## config.mk

```make
export PLATFORM = sky130hd
export DESIGN_NAME = piezo_sched
export DESIGN_NICKNAME = d
export VERILOG_FILES = /design/src/rtl/piezo_sched.sv
export SDC_FILE = /design/constraint.sdc
export NUM_CORES = 1
export LEC_CHECK = 0
export BUFFER_PORTS_ARGS = -buffer_cell sky130_fd_sc_hd__clkbuf_2
export CORE_MARGIN = 10
export CORE_UTILIZATION = 35
export CTS_CLUSTER_DIAMETER = 30
export DETAILED_ROUTE_END_ITERATION = 6
export GPL_ROUTABILITY_DRIVEN = 0
export REMOVE_ABC_BUFFERS = 1
export SYNTH_ARGS = -nofsm -noshare
export SYNTH_HDL_FRONTEND = slang
export SYNTH_SLANG_ARGS = --single-unit
```

## constraint.sdc

```tcl
create_clock -name clk -period 4.16 [get_ports clk]
set_input_delay 0.832 -clock clk [delete_from_list [all_inputs] [get_ports clk]]
set_output_delay 0.832 -clock clk [all_outputs]
set_load 0.02 [all_outputs]
```

## src/rtl/piezo_sched.sv

```systemverilog
// piezo_sched: schedules fanfare notes for a downstream piezo tone generator.
//
// Three requests select a sequence over a six-note table:
//   too_fast (highest) - notes 0,1,2 looped with no gap
//   batt_low           - notes 5..0 looped with no gap
//   en_steer (lowest)  - notes 0..5, then a silent gap, repeated
// Requests are arbitrated only in IDLE, in GAP and at note boundaries, so a
// sounding note always plays its full length.
//
// Ports:
//   clk         - system clock (50 MHz), rising edge
//   rst         - synchronous active-high reset
//   too_fast    - request: first three fanfare notes, looped
//   batt_low    - request: fanfare backwards, looped
//   en_steer    - request: full fanfare, then silence, repeated
//   tone_period - half-rate tone period in clk cycles, 0 when silent
//   tone_en     - high while a note is sounding
//   note_start  - one-cycle pulse on the first cycle of each note
//   mode        - active request: 00 none, 01 en_steer, 10 batt_low, 11 too_fast
//
// Parameters:
//   FAST_SIM  - when 1, duration/gap counters advance by FAST_STEP per cycle
//   FAST_STEP - counter step used when FAST_SIM is 1 (16 by default)
module piezo_sched #(
    parameter bit          FAST_SIM  = 1'b0,
    parameter int unsigned FAST_STEP = 16
) (
    input  logic        clk,
    input  logic        rst,
    input  logic        too_fast,
    input  logic        batt_low,
    input  logic        en_steer,
    output logic [14:0] tone_period,
    output logic        tone_en,
    output logic        note_start,
    output logic [1:0]  mode
);

    typedef enum logic [1:0] {IDLE, PLAY, GAP} state_t;
    typedef enum logic [1:0] {
        M_NONE  = 2'b00,
        M_STEER = 2'b01,
        M_BATT  = 2'b10,
        M_FAST  = 2'b11
    } mode_t;

    localparam logic [25:0] STEP_D  = FAST_SIM ? 26'(FAST_STEP) : 26'd1;
    localparam logic [27:0] STEP_G  = FAST_SIM ? 28'(FAST_STEP) : 28'd1;
    localparam logic [27:0] GAP_LEN = 28'd150_000_000;

    function automatic logic [14:0] note_period(input logic [2:0] idx);
        case (idx)
            3'd0:    note_period = 15'd31888;
            3'd1:    note_period = 15'd23889;
            3'd2:    note_period = 15'd18961;
            3'd3:    note_period = 15'd15944;
            3'd4:    note_period = 15'd18961;
            3'd5:    note_period = 15'd15944;
            default: note_period = '0;
        endcase
    endfunction

    function automatic logic [25:0] note_dur(input logic [2:0] idx);
        case (idx)
            3'd0, 3'd1, 3'd2: note_dur = 26'd8388608;
            3'd3:             note_dur = 26'd12582912;
            3'd4:             note_dur = 26'd4194304;
            3'd5:             note_dur = 26'd33554432;
            default:          note_dur = 26'd1;
        endcase
    endfunction

    state_t      state_q, state_d;
    mode_t       mode_q, mode_d;
    logic [2:0]  pos_q, pos_d;
    logic [25:0] dcnt_q, dcnt_d;
    logic [27:0] gcnt_q, gcnt_d;
    logic        start_q, start_d;

    mode_t       win;
    logic [2:0]  idx;
    logic [2:0]  last_pos;
    logic [26:0] dsum;
    logic [28:0] gsum;
    logic        note_done;
    logic        gap_done;

    always_ff @(posedge clk) begin
        if (rst) begin
            state_q <= IDLE;
            mode_q  <= M_NONE;
            pos_q   <= '0;
            dcnt_q  <= '0;
            gcnt_q  <= '0;
            start_q <= 1'b0;
        end else begin
            state_q <= state_d;
            mode_q  <= mode_d;
            pos_q   <= pos_d;
            dcnt_q  <= dcnt_d;
            gcnt_q  <= gcnt_d;
            start_q <= start_d;
        end
    end

    always_comb begin
        if (too_fast)      win = M_FAST;
        else if (batt_low) win = M_BATT;
        else if (en_steer) win = M_STEER;
        else               win = M_NONE;

        // pos counts through the sequence; batt_low walks the table backwards.
        idx      = (mode_q == M_BATT) ? (3'd5 - pos_q) : pos_q;
        last_pos = (mode_q == M_FAST) ? 3'd2 : 3'd5;

        // Sums are one bit wider so the >= test cannot wrap with a large step.
        dsum      = {1'b0, dcnt_q} + {1'b0, STEP_D};
        gsum      = {1'b0, gcnt_q} + {1'b0, STEP_G};
        note_done = dsum >= {1'b0, note_dur(idx)};
        gap_done  = gsum >= {1'b0, GAP_LEN};
    end

    always_comb begin
        state_d = state_q;
        mode_d  = mode_q;
        pos_d   = pos_q;
        dcnt_d  = dcnt_q;
        gcnt_d  = gcnt_q;
        start_d = 1'b0;

        case (state_q)
            IDLE: begin
                if (win != M_NONE) begin
                    state_d = PLAY;
                    mode_d  = win;
                    pos_d   = '0;
                    dcnt_d  = '0;
                    start_d = 1'b1;
                end
            end
            PLAY: begin
                if (!note_done) begin
                    dcnt_d = dsum[25:0];
                end else begin
                    dcnt_d = '0;
                    if (win == M_NONE) begin
                        state_d = IDLE;
                        mode_d  = M_NONE;
                        pos_d   = '0;
                    end else if (win != mode_q) begin
                        mode_d  = win;
                        pos_d   = '0;
                        start_d = 1'b1;
                    end else if (pos_q == last_pos) begin
                        pos_d = '0;
                        if (mode_q == M_STEER) begin
                            state_d = GAP;
                            gcnt_d  = '0;
                        end else begin
                            start_d = 1'b1;
                        end
                    end else begin
                        pos_d   = pos_q + 3'd1;
                        start_d = 1'b1;
                    end
                end
            end
            GAP: begin
                if (too_fast || batt_low) begin
                    state_d = PLAY;
                    mode_d  = win;
                    pos_d   = '0;
                    dcnt_d  = '0;
                    start_d = 1'b1;
                end else if (!en_steer) begin
                    state_d = IDLE;
                    mode_d  = M_NONE;
                end else if (gap_done) begin
                    state_d = PLAY;
                    pos_d   = '0;
                    dcnt_d  = '0;
                    start_d = 1'b1;
                end else begin
                    gcnt_d = gsum[27:0];
                end
            end
            default: begin
                state_d = IDLE;
                mode_d  = M_NONE;
            end
        endcase
    end

    assign tone_en     = (state_q == PLAY);
    assign tone_period = tone_en ? note_period(idx) : '0;
    assign note_start  = start_q;
    assign mode        = mode_q;

endmodule

```

After elaboration in Yosys (flattened, before gate mapping)
Cells that the tools add are included.

storage, ports and cells
  input port bits = 5
  output and inout bits = 19
  flip-flop bits (word level) = 62
  logic and storage cells = 115

operators by class
  eq/ne operators = 29
  $lt $le $gt $ge = 2
  add/subtract/negate cells = 4
  muxes and demuxes = 59
  reduce and logical (&&, ||, !) cells = 15

operators by type and width
  operator                                               count
  2-to-1 mux 28 bit                                      8
  2-to-1 mux 26 bit                                      5
  one-hot mux 26 bit (4 select lines)                    1
  one-hot mux 26 bit (3 select lines)                    1
  one-hot mux 15 bit (4 select lines)                    1
  one-hot mux 28 bit (2 select lines)                    1
  2-to-1 mux 2 bit                                       17
  2-to-1 mux 3 bit                                       10
  adder 28 x 1 -> 29 bit, second input constant          1
  >= comparator 29 x 28 -> 1 bit, second input constant  1
  adder 26 x 1 -> 27 bit, second input constant          1
  >= comparator 27 x 26 -> 1 bit                         1
  2-to-1 mux 15 bit                                      1
  inequality test 2 bit, second input constant           6
  inequality test 3 bit, second input constant           4
  one-hot mux 2 bit (3 select lines)                     2
  2-to-1 mux 1 bit                                       10
  inequality test 3 x 1 -> 1 bit, second input constant  3
  one-hot mux 3 bit (3 select lines)                     1
  AND reduction 9 bit                                    1
  AND reduction 4 bit                                    2
  equality test 2 bit, second input constant             3
  equality test 3 x 2 -> 1 bit, second input constant    2
  equality test 3 bit, second input constant             2
  other kinds (18)                                       24

Logic depth before layout (Yosys ltp)
  word-level depth = 8
  gate-level depth with buffers = 18
  mapped depth without buffers = 15

Least setup slack after synthesis
No wires, ideal clock.

  path type = register to register
  from = reg dcnt_q[0]
  to = reg dcnt_q[12]
  required time = 4.089 ns
  period minus slack after synthesis = 3.485 ns
  library setup time = 0.071 ns
  arrival = 3.415 ns
  path slack = 0.675 ns
  buffers on the path = 2
  cell stages (with the launch flop) = 16
  cells stage by stage = dfxtp_1 nand3_4 or3_1 buf_2 nor3_1 or3b_2 nand2_1 ha_1 nand2_1 a21oi_1 and2_1 a221oi_2 nand2_2 buf_6 or4_1 a21oi_1

between the ends
  word-level cells in the longest chain between the ends = 4

ends and longest elaborated chain
  what                                   RTL line  text
  start, declared                        76        logic [25:0] dcnt_q, dcnt_d;
  start signal, assigned                 100       dcnt_q <= dcnt_d;
  adder 26 x 1 -> 27 bit *               117       dsum = {1'b0, dcnt_q} + {1'b0, STEP_D};
  >= comparator 27 x 26 -> 1 bit         119       note_done = dsum >= {1'b0, note_dur(idx)};
  2-to-1 mux 26 bit *                    142       if (!note_done) begin
  one-hot mux 26 bit (3 select lines) *  131       case (state_q)

Mark *: on every way between the ends. The rest lies on a longest branch, timed or not.
A chain may end at the register's enable or synchronous reset.

Worst setup path after layout
  from = reg dcnt_q[3]
  to = reg dcnt_q[13]

Same word-level chain as after synthesis.

==> flow_summary_export.csv <==
group,metric,value,unit
outcome,status,"complete, no violations",
logic_synthesis,async_reset_ff_share,0,%
logic_synthesis,synth_ff_type,"dfxtp_1",
cts,clk-insertion-delay-late,0.35,ns
pwr,p_leak,1.87,nW
placement,post-dp-hpwl,9480,um
timing,tightest_slew,0.719,ns
logic_synthesis,synth_top_cell_area_share,26.4,%
routing,vias,5036,
worst_setup_path,slowest_delay,0.49,ns
timing,fin_crit_sh,92.0,%
logic_synthesis,synth-edff-count,0,
logic_synthesis,syn_inst,642,
global_routing,antenna_found_initial,0,
global_routing,grt_first_pass_wirelength,22400,um
worst_setup_path,reg2reg_depth,15,
logic_synthesis,ys_ff_latch,62,
logic_synthesis,synth_area_leader_cell,"dfxtp_1",
job,maxCapViolations,0,
min_path,hold_path.class,"register to register",
cts,ctsHoldBuffers,0,
worst_setup_path,cp-start-kind,"register",
pwr,power_per_cell_area,291,nW/um^2
timing,period_minus_slack,3.83,ns
timing,hold_ws,0.527,ns
timing,finalHoldViolCount,0,
placement,portBuffers,20,
timing,skew,0.00942,ns
logic_synthesis,ys_types,69,
cts,h-tree-depth,3,
worst_setup_path,worst-path-buf-inv,2,
floorplan,die_h,136,um
worst_setup_path,worst-endpoint-arrival,4.10,ns
floorplan,coreArea,13200,um^2
pwr,p_sw,0.397,mW
global_routing,grt_max_degree,27,
cts,clock_path_buffers,2,
floorplan,die_w,136,um
logic_synthesis,synth_area_leaders,"dfxtp_1 26%, a21oi_1 5.8%, nand2_1 4.5%, nor2_1 4.0%, o21ai_0 3.8%",
global_routing,grt_pass1_vias,4610,
worst_setup_path,crit_path_end_kind,"register",
timing,setup_viol,0,
pwr,fin_total_pwr,1.54,mW
logic_synthesis,yosys_warnings,0,
routing,drtAntennaViolNets,0,
cts,cts.sinks,62,
logic_synthesis,synth_most_common_cell,"dfxtp_1",
worst_setup_path,regToRegEndpoint,"dcnt_q[13]",
placement,place_area,4940,um^2
global_routing,grt_overflow,0,
cts,cts_made_buffers,9,
min_path,min_from,"dcnt_q[22]",
worst_setup_path,worstSetupPathType,"register to register",
floorplan,rows,42,
layout,nets,662,
pwr,switching_share,25.7,%
timing,fmax,261,MHz
timing,finalMaxSlewViolations,0,
worst_setup_path,crit_family,"simple AND/OR/NAND/NOR gates",
worst_setup_path,r2r-start,"dcnt_q[3]",
layout,drive_gt1_share,14.1,%
logic_synthesis,ys_top_cells_by_count,"62 x dfxtp_1, 56 x nand2_1, 54 x a21oi_1",
worst_setup_path,critPathRequiredTime,4.43,ns
timing,rsz0062_at_grt,"no",
routing,drc,0,
timing,slew_headroom,51.5,%
placement,dp_cells,808,
worst_setup_path,path_max_fanout,18,
cts,cts_tree,"built",
min_path,hold_depth,2,
worst_setup_path,r2r_slack,0.33,ns
pwr,power.share.clock,50.0,%
pwr,vdd_drop_max,0.199,mV
worst_setup_path,slowest_stage,"or3b_2",
routing,wl_per_cell,16.5,um
min_path,min_to,"dcnt_q[22]",
layout,area_growth,13.0,%
cts,root_buffer,"clkbuf_16",
logic_synthesis,netlist_area,4690,um^2
global_routing,grt_use_total,14.7,%
cts,clkSlewWorstSetupHoldPaths,0.05,ns
logic_synthesis,syn_area_per_cell,7.31,um^2
worst_setup_path,crit_chain,"nand4_1 > buf_4 > or3_1 > nor3_1 > or3b_2 > nand2_1 > ha_1 > nand2_1 > a21oi_1 > and2_1 > a221oi_2 > nand2_4 > buf_4 > or3_1 > a21oi_1",
routing,via_per_inst,6.07,
floorplan,io_pins,24,
layout,stdcell_count,829,
timing,setup_tns,0,ns
layout,design_area,5310,um^2
routing,detail_route.iter0.violations,545,
pwr,internal_power,1.15,mW
routing,drtPass1Iterations,5,
layout,n_antenna_cell,0,
logic_synthesis,yosysSeqAreaShare,26.4,%
routing,drt_wl_total,13700,um
pwr,pwr-share-seq,39.6,%
pwr,p_comb_share,10.4,%
floorplan,die_area,18400,um^2
floorplan,start_util,35.6,%
## metrics by stage
| stage | utilization (%) | setup slack, ns |
|---|---|---|
| after global routing | 40.2 | 0.0254 |
| after CTS | 39.7 | 0.125 |
| after global placement | 37.4 | 0.288 |
| final | 40.2 | 0.332 |
| after floorplan | - | 0.218 |
| after detailed placement | 37.4 | 0.132 |
## power groups by stage
stage	combinational (mW)	sequential (mW)	clock [mW]
after global placement	0.153	0.622	0
after detailed placement	0.157	0.623	0
after CTS	0.157	0.610	0.783
final	0.161	0.611	0.771
after floorplan	0.0980	0.624	0
after global routing	0.178	0.611	0.812
## worst min-delay path, stage by stage (launching register included)
cell and delay, ns:
dfxtp_1 0.34, o21ai_0 0.08, a21oi_1 0.06
## flip-flops by register name (all words and copies together) (netlist names)
name        flops
state_q         2
mode            2
pos_q           3
note_start      1
gcnt_q         28
dcnt_q         26
## final cells by class
type | instances | area (um^2)
clock buffer | 12 | 256
clock inverter | 3 | 43.8
fill | 1360 | 7880
inverter | 13 | 48.8
multi-input combinational | 514 | 3160
sequential | 62 | 1250
tap | 176 | 220
timing repair buffer | 49 | 330
## placed cells by master, fill, tap and decap left out, drive strengths merged, types with 7 or more instances in the layout
| cell type | netlist | routed |
|---|---|---|
| a21o | 8 | 8 |
| a21oi | 56 | 56 |
| a31oi | 13 | 13 |
| and3 | 17 | 17 |
| and4 | 9 | 9 |
| buf | 22 | 29 |
| clkbuf | 33 | 32 |
| dfxtp | 62 | 62 |
| ha | 8 | 8 |
| inv | 13 | 13 |
| nand2 | 59 | 59 |
| nand2b | 12 | 12 |
| nand3 | 34 | 34 |
| nand3b | 8 | 8 |
| nand4 | 21 | 21 |
| nor2 | 50 | 50 |
| nor3 | 23 | 23 |
| nor4 | 13 | 13 |
| o211ai | 11 | 11 |
| o21ai | 37 | 37 |
| o311ai | 8 | 8 |
| o31ai | 11 | 11 |
| or3 | 15 | 15 |
| or4 | 11 | 11 |
| xor2 | 7 | 7 |
## worst max-delay path by stage
stage | start | end | depth (start not counted)
after floorplan | gcnt_q[4] | gcnt_q[6] | 10
after global placement | dcnt_q[2] | gcnt_q[23] | 14
after detailed placement | dcnt_q[2] | gcnt_q[8] | 15
after CTS | dcnt_q[2] | gcnt_q[8] | 15
after global routing | dcnt_q[3] | gcnt_q[14] | 16
final | dcnt_q[3] | dcnt_q[13] | 15
## routing by layer
metal  track usage, %  routed length [um]  share of wire [%]  vias up
met5                0                   0                  0        -
met4             6.82                 221                1.6        0
met3             3.06                 854                6.2       16
met2             23.2                6180                 45      167
met1             18.6                6440                 47     2417
li1                 -                   -                  -     2436
## logic make-up (layout without fill, tap and decap cells)
group	count (synthesis)	after routing	share of synthesized area (%)
simple gates	297	297	34.8
buf+inv	68	77	6.56
flops	62	62	26.4
other cells	1	3	0.0799
mux	5	5	1.12
xor+xnor	13	13	2.43
compound gates	187	187	26.3
fa+ha+maj	9	9	2.35
## what timing repair did
action	4_1_cts	5_1_grt
setup endpoints to repair	0	40
resized for setup	0	7
setup buffers	0	6
No activity file was read; power rests on OpenSTA's default activity.
